$ cat config.mk
export PLATFORM = sky130hd
export DESIGN_NAME = chan_pkt_arbiter
export DESIGN_NICKNAME = d
export VERILOG_FILES = /design/src/rtl/chan_arb_pkg.sv /design/src/rtl/chan_fifo.sv /design/src/rtl/chan_pkt_arbiter.sv
export SDC_FILE = /design/constraint.sdc
export NUM_CORES = 1
export LEC_CHECK = 0
export BUFFER_PORTS_ARGS = -buffer_cell sky130_fd_sc_hd__buf_2
export CORE_MARGIN = 2
export CORE_UTILIZATION = 30
export CTS_CLUSTER_DIAMETER = 120
export DETAILED_ROUTE_END_ITERATION = 8
export GPL_TIMING_DRIVEN = 0
export PLACE_DENSITY = 0.55
export SYNTH_ARGS = -nofsm -noshare
export SYNTH_HDL_FRONTEND = slang
export SYNTH_SLANG_ARGS = --single-unit
$ cat constraint.sdc
create_clock -name clk -period 8.85 [get_ports clk]
set_input_delay 1.77 -clock clk [delete_from_list [all_inputs] [get_ports clk]]
set_output_delay 1.77 -clock clk [all_outputs]
set_load 0.01 [all_outputs]
$ cat src/rtl/chan_arb_pkg.sv
// Shared types for the channel packet arbiter.
// Arbitration mode and arbiter FSM state encodings.
package chan_arb_pkg;

   typedef enum logic {
      ARB_RR,
      ARB_FIXED
   } arb_mode_e;

   typedef enum logic {
      ST_IDLE,
      ST_LOCKED
   } arb_state_e;

endpackage

$ cat src/rtl/chan_fifo.sv
// Per-channel beat FIFO, power-of-two depth.
// Read data is the head entry, valid while not empty.
module chan_fifo #(
   parameter int WIDTH = 9,
   parameter int DEPTH = 4
) (
   input  logic             clk,
   input  logic             rst_n,
   input  logic             push,
   input  logic [WIDTH-1:0] wdata,
   input  logic             pop,
   output logic [WIDTH-1:0] rdata,
   output logic             full,
   output logic             empty
);

   localparam int AW = $clog2(DEPTH);

   logic [WIDTH-1:0] mem_q [DEPTH];
   logic [AW-1:0]    wr_ptr_q;
   logic [AW-1:0]    rd_ptr_q;
   logic [AW:0]      count_q;
   logic             do_push;
   logic             do_pop;

   assign full    = (count_q == (AW+1)'(DEPTH));
   assign empty   = (count_q == '0);
   assign do_push = push & ~full;
   assign do_pop  = pop & ~empty;
   assign rdata   = mem_q[rd_ptr_q];

   // Pointers wrap naturally; count tracks occupancy 0..DEPTH.
   always_ff @(posedge clk or negedge rst_n) begin
      if (!rst_n) begin
         wr_ptr_q <= '0;
         rd_ptr_q <= '0;
         count_q  <= '0;
      end else begin
         if (do_push) wr_ptr_q <= wr_ptr_q + AW'(1);
         if (do_pop)  rd_ptr_q <= rd_ptr_q + AW'(1);
         unique case ({do_push, do_pop})
            2'b10:   count_q <= count_q + (AW+1)'(1);
            2'b01:   count_q <= count_q - (AW+1)'(1);
            default: count_q <= count_q;
         endcase
      end
   end

   // Storage needs no reset; the count gates what is visible.
   always_ff @(posedge clk) begin
      if (do_push) mem_q[wr_ptr_q] <= wdata;
   end

endmodule

$ cat src/rtl/chan_pkt_arbiter.sv
// N-channel packet arbiter with per-channel FIFOs.
// Packets are never interleaved; output is one register stage.
module chan_pkt_arbiter
   import chan_arb_pkg::*;
#(
   parameter int        NUM_CH = 4,
   parameter int        DATA_W = 8,
   parameter int        DEPTH  = 4,
   parameter arb_mode_e MODE   = ARB_RR
) (
   input  logic                      clk,
   input  logic                      rst_n,
   input  logic [NUM_CH-1:0]         ch_enable,
   input  logic [NUM_CH-1:0]         in_valid,
   output logic [NUM_CH-1:0]         in_ready,
   input  logic [DATA_W-1:0]         in_data [NUM_CH],
   input  logic [NUM_CH-1:0]         in_last,
   output logic                      out_valid,
   input  logic                      out_ready,
   output logic [DATA_W-1:0]         out_data,
   output logic                      out_last,
   output logic [$clog2(NUM_CH)-1:0] out_ch
);

   localparam int CH_W = $clog2(NUM_CH);

   typedef struct packed {
      logic [DATA_W-1:0] data;
      logic              last;
   } beat_t;

   beat_t             fifo_rd [NUM_CH];
   logic [NUM_CH-1:0] full;
   logic [NUM_CH-1:0] empty;
   logic [NUM_CH-1:0] pop;
   logic [NUM_CH-1:0] cand;

   arb_state_e        state_q, state_d;
   logic [CH_W-1:0]   lock_ch_q, lock_ch_d;
   logic [CH_W-1:0]   rr_ptr_q, rr_ptr_d;

   logic              grant_vld;
   logic [CH_W-1:0]   grant_ch;
   beat_t             sel_beat;
   logic              load_en;
   logic              do_pop;

   logic              out_valid_q;
   logic [DATA_W-1:0] out_data_q;
   logic              out_last_q;
   logic [CH_W-1:0]   out_ch_q;

   genvar gi;
   generate
      for (gi = 0; gi < NUM_CH; gi++) begin : g_fifo
         chan_fifo #(
            .WIDTH ($bits(beat_t)),
            .DEPTH (DEPTH)
         ) u_fifo (
            .clk   (clk),
            .rst_n (rst_n),
            .push  (in_valid[gi]),
            .wdata ({in_data[gi], in_last[gi]}),
            .pop   (pop[gi]),
            .rdata (fifo_rd[gi]),
            .full  (full[gi]),
            .empty (empty[gi])
         );
      end
   endgenerate

   assign in_ready = ~full;
   assign cand     = ~empty & ch_enable;
   assign load_en  = ~out_valid_q | out_ready;
   assign sel_beat = fifo_rd[grant_ch];
   assign do_pop   = load_en & grant_vld;

   // Grant selection: search candidates when idle, else stay on locked channel.
   always_comb begin
      int idx;
      idx       = 0;
      grant_vld = 1'b0;
      grant_ch  = '0;
      unique case (state_q)
         ST_IDLE: begin
            if (MODE == ARB_FIXED) begin
               for (int i = NUM_CH-1; i >= 0; i--) begin
                  if (cand[i]) begin
                     grant_vld = 1'b1;
                     grant_ch  = CH_W'(i);
                  end
               end
            end else begin
               for (int k = NUM_CH-1; k >= 0; k--) begin
                  idx = int'(rr_ptr_q) + k;
                  if (idx >= NUM_CH) idx = idx - NUM_CH;
                  if (cand[idx]) begin
                     grant_vld = 1'b1;
                     grant_ch  = CH_W'(idx);
                  end
               end
            end
         end
         ST_LOCKED: begin
            if (!empty[lock_ch_q]) begin
               grant_vld = 1'b1;
               grant_ch  = lock_ch_q;
            end
         end
         default: ;
      endcase
   end

   // Pop strobe toward the granted FIFO only when the output can load.
   always_comb begin
      pop = '0;
      if (do_pop) pop[grant_ch] = 1'b1;
   end

   // Next state: lock on a non-last beat, release and rotate on last.
   always_comb begin
      state_d   = state_q;
      lock_ch_d = lock_ch_q;
      rr_ptr_d  = rr_ptr_q;
      if (do_pop) begin
         if (sel_beat.last) begin
            state_d  = ST_IDLE;
            rr_ptr_d = (grant_ch == CH_W'(NUM_CH-1)) ?
                       '0 : grant_ch + CH_W'(1);
         end else begin
            state_d   = ST_LOCKED;
            lock_ch_d = grant_ch;
         end
      end
   end

   // Arbiter state, locked channel and rotation pointer.
   always_ff @(posedge clk or negedge rst_n) begin
      if (!rst_n) begin
         state_q   <= ST_IDLE;
         lock_ch_q <= '0;
         rr_ptr_q  <= '0;
      end else begin
         state_q   <= state_d;
         lock_ch_q <= lock_ch_d;
         rr_ptr_q  <= rr_ptr_d;
      end
   end

   // Output register: loads when empty or when the held beat is taken.
   always_ff @(posedge clk or negedge rst_n) begin
      if (!rst_n) begin
         out_valid_q <= 1'b0;
         out_data_q  <= '0;
         out_last_q  <= 1'b0;
         out_ch_q    <= '0;
      end else if (load_en) begin
         out_valid_q <= grant_vld;
         if (grant_vld) begin
            out_data_q <= sel_beat.data;
            out_last_q <= sel_beat.last;
            out_ch_q   <= grant_ch;
         end
      end
   end

   assign out_valid = out_valid_q;
   assign out_data  = out_data_q;
   assign out_last  = out_last_q;
   assign out_ch    = out_ch_q;

endmodule
==> results.sh <==
export IMPL_outcome="finished with violations"
export IMPL_violations="design-rule violations"
export IMPL_die_h_um=167
export IMPL_use_met2_pct=20.0
export IMPL_final_common_cell="edfxtp_1"
export IMPL_drc=4
export IMPL_initial_core_util_pct=30.6
export IMPL_nNetsFinal=620
export IMPL_worst_r2r_setup_slack_ps=5000
export IMPL_min_path_cells=2
export IMPL_via_count=4191
export IMPL_cp_required_ps=9200
export IMPL_h_tree_depth=4
export IMPL_start_kind="input pin"
export IMPL_seq_area_frac_synth_pct=68.1
export IMPL_die_area_mm2=0.0280
export IMPL_switchingPower_w=0.00120
export IMPL_skew_ps=11.0
export IMPL_wl_per_cell_um=18.2
export IMPL_ios=63
export IMPL_cts_sinks=189
export IMPL_crit_type="input pin to flop"
export IMPL_pwr_share_comb_pct=38.0
export IMPL_cts_tree="yes"
export IMPL_met1_usage_pct=14.4
export IMPL_antenna_found_initial=3
export IMPL_grt_busiest_layer="met2"
export IMPL_final_cell_mix="144 x edfxtp_1, 64 x buf_2, 45 x dfrtp_1"
export IMPL_peakVddDrop_mv=0.137
export IMPL_rr_worst_depth=14
export IMPL_placement_rows=59
export IMPL_crit_fanout=10
export IMPL_min_to="out_ch[0]"
export IMPL_ctsHoldBuffers=0
export IMPL_synth_edff_count=144
export IMPL_p_leak_nw=3.43
export IMPL_ys_async_sr_fraction_pct=23.8
export IMPL_grt_max_degree=46
export IMPL_ant_nets=0
export IMPL_fillers=2504
export IMPL_synthTopCellsByArea="edfxtp_1 54%, dfrtp_1 14%, mux4_2 10%, ha_1 3.3%, a211oi_1 1.6%"
export IMPL_via_per_inst=4.67
export IMPL_tns_ps=0
export IMPL_intPower_w=0.00212
export IMPL_cts_path_max_buffers=2
export IMPL_routed_wl_um=16400
export IMPL_netlist_area_mm2=0.00800
export IMPL_port_buffers=62
export IMPL_synth_nets=539
export IMPL_rsz0062_at_grt="false"
export IMPL_grt_pass1_wl_um=25300
export IMPL_fin_util_pct=35.6
export IMPL_hold_class="flop to flop"
export IMPL_min_period_over_period_pct=51.3
export IMPL_drive_above_1_share_pct=26.7
export IMPL_pwr_share_seq_pct=40.2
export IMPL_yosysTopAreaCell="edfxtp_1"
export IMPL_hpwl_um=11900
export IMPL_cp_arrival_ps=4880
export IMPL_clock_power_share_pct=21.9
export IMPL_fmaxAchievable_mhz=220
export IMPL_worstMarginPinSlew_ps=1110
export IMPL_cts_clk_slew_worst_paths_ps=70
export IMPL_final_max_slew_viol_count=0
export IMPL_drtIter0Drc=248
export IMPL_cts_resized=0
export IMPL_gp_congestion=0.828
export IMPL_cp_end_kind="flop"
export IMPL_grt_pass1_vias=4552
export IMPL_final_setup_viol_count=0
export IMPL_ys_flop_type="edfxtp_1"
export IMPL_min_from="out_ch[0]"
export IMPL_met3_usage_pct=3.38
export IMPL_slew_limit_headroom_pct=26.2
export IMPL_sw_frac_of_total_pct=36.0
export IMPL_die_width_um=167
export IMPL_yosys_warnings=0
export IMPL_area_growth_synth_to_final_pct=16.1
export IMPL_first_pass_iters=6
export IMPL_reg2reg_from="g_fifo[1].u_fifo.count_q[0]"
export IMPL_postCtsSetupBuffers=0
export IMPL_syn_inst=467
export IMPL_postSynthAreaPerCell_um2=17.1
export IMPL_core_area_mm2=0.0261
export IMPL_synth_top_area_share_pct=54.0
export IMPL_grt_total_usage_pct=12.0
export IMPL_grt_overflow_total=0
export IMPL_reg2reg_to="g_fifo[3].u_fifo.count_q[2]"
export IMPL_insertion_delay_ps=430
export IMPL_cts_buffers=17
export IMPL_powerDensity_mw_per_mm2=357
export IMPL_synth_seq_cells=189
export IMPL_hold_viol=0
export IMPL_period_minus_slack_ps=4540
export IMPL_root_buffer="clkbuf_16"
export IMPL_maxCapViolCount=0
export IMPL_synthDistinctLibCells=52
metal layers:
metal	part of all wire, %	vias up
met2	49	71
met3	4.6	27
met4	3.8	2
li1	-	1962
met1	43	2129
met5	0.079	-
logic make-up after synthesis:
family,Yosys count,share of synthesized area (%)
muxes,53,12.5
and+or+nand+nor,88,6.24
AOI/OAI and AO/OA,47,4.14
adders and majority gates,25,4.28
xor gates and xnor gates,24,2.63
DFF,189,68.1
buffers and inverters,41,2.10
worst max path at each step:
stage | slack, ps | to | from | depth (start not counted)
floorplan | 4550 | g_fifo[3].u_fifo.count_q[1] | ch_enable[1] | 11
global placement | 4030 | g_fifo[3].u_fifo.count_q[2] | ch_enable[1] | 15
finish | 4310 | g_fifo[3].u_fifo.count_q[2] | ch_enable[0] | 15
detailed placement | 3880 | g_fifo[3].u_fifo.count_q[2] | ch_enable[0] | 15
CTS | 4310 | g_fifo[3].u_fifo.count_q[2] | ch_enable[0] | 15
global route | 4070 | g_fifo[3].u_fifo.count_q[2] | ch_enable[0] | 15
per-stage QoR:
stage	cells	total power [W]	setup WS [ps]	cell area, µm²	hold slack [ps]
after floorplan	467	0.00222	4550	8000	485
after global placement	864	0.00256	4030	8730	460
after detailed placement	864	0.00263	3880	8730	469
after CTS	896	0.00336	4310	9290	486
after global routing	896	0.00352	4070	9290	549
final	898	0.00332	4310	9290	479
critical path, cell delays in order:
cell	delay, ps
buf_2	110
o31ai_1	130
nand2_1	140
o31ai_1	240
o2111ai_1	360
buf_2	340
inv_2	200
ha_1	200
nor3b_2	320
ha_1	250
inv_1	60
fa_1	380
xor2_1	150
nor2_1	110
xor2_1	140
cell type report:
| cell class | count | area [µm²] | share of cell area (%) |
|---|---|---|---|
| Buffer | 14 | 66.3 | 0.714 |
| Antenna cell | 2 | 5.00 | 0.0539 |
| Sequential cell | 189 | 5450 | 58.7 |
| Timing Repair Buffer | 62 | 310 | 3.34 |
| Tap cell | 335 | 419 | 4.51 |
| Multi-Input combinational cell | 237 | 2380 | 25.7 |
| Clock buffer | 18 | 429 | 4.62 |
| Inverter | 27 | 101 | 1.09 |
| Clock inverter | 14 | 126 | 1.36 |
synthesized netlist by cell type, types with 2 or more instances:
cell / number
mux4_2: 37
a31oi_1: 2
mux2_2: 4
nor3_2: 2
o31ai_1: 3
inv_1: 26
nor3_1: 4
buf_1: 9
fa_1: 4
ha_1: 21
mux2i_1: 11
xnor2_1: 12
nand3_1: 4
nor2_1: 18
xor2_1: 12
and2_1: 13
edfxtp_1: 144
buf_2: 2
nand2_1: 16
a21oi_1: 3
dfrtp_1: 45
o21ai_0: 11
nand2_2: 2
a211oi_1: 17
and3_1: 17
o31a_1: 2
sequential cells by signal, summed over array words and instances (netlist names):
register                count
out_ch                      2
out_data                    8
out_valid                   1
g_fifo.u_fifo.rd_ptr_q      8
rr_ptr_q                    2
g_fifo.u_fifo.wr_ptr_q      8
state_q                     1
g_fifo.u_fifo.count_q      12
g_fifo.u_fifo.mem_q       144
out_last                    1
lock_ch_q                   2
power groups by stage:
stage | clock network (W) | logic, W | registers (W)
finish | 0.000725 | 0.00126 | 0.00133
global route | 0.000776 | 0.00139 | 0.00136
CTS | 0.000740 | 0.00128 | 0.00134
detailed placement | 0 | 0.00128 | 0.00136
global placement | 0 | 0.00123 | 0.00134
floorplan | 0 | 0.000894 | 0.00133
(Power assumes the default switching activity.)
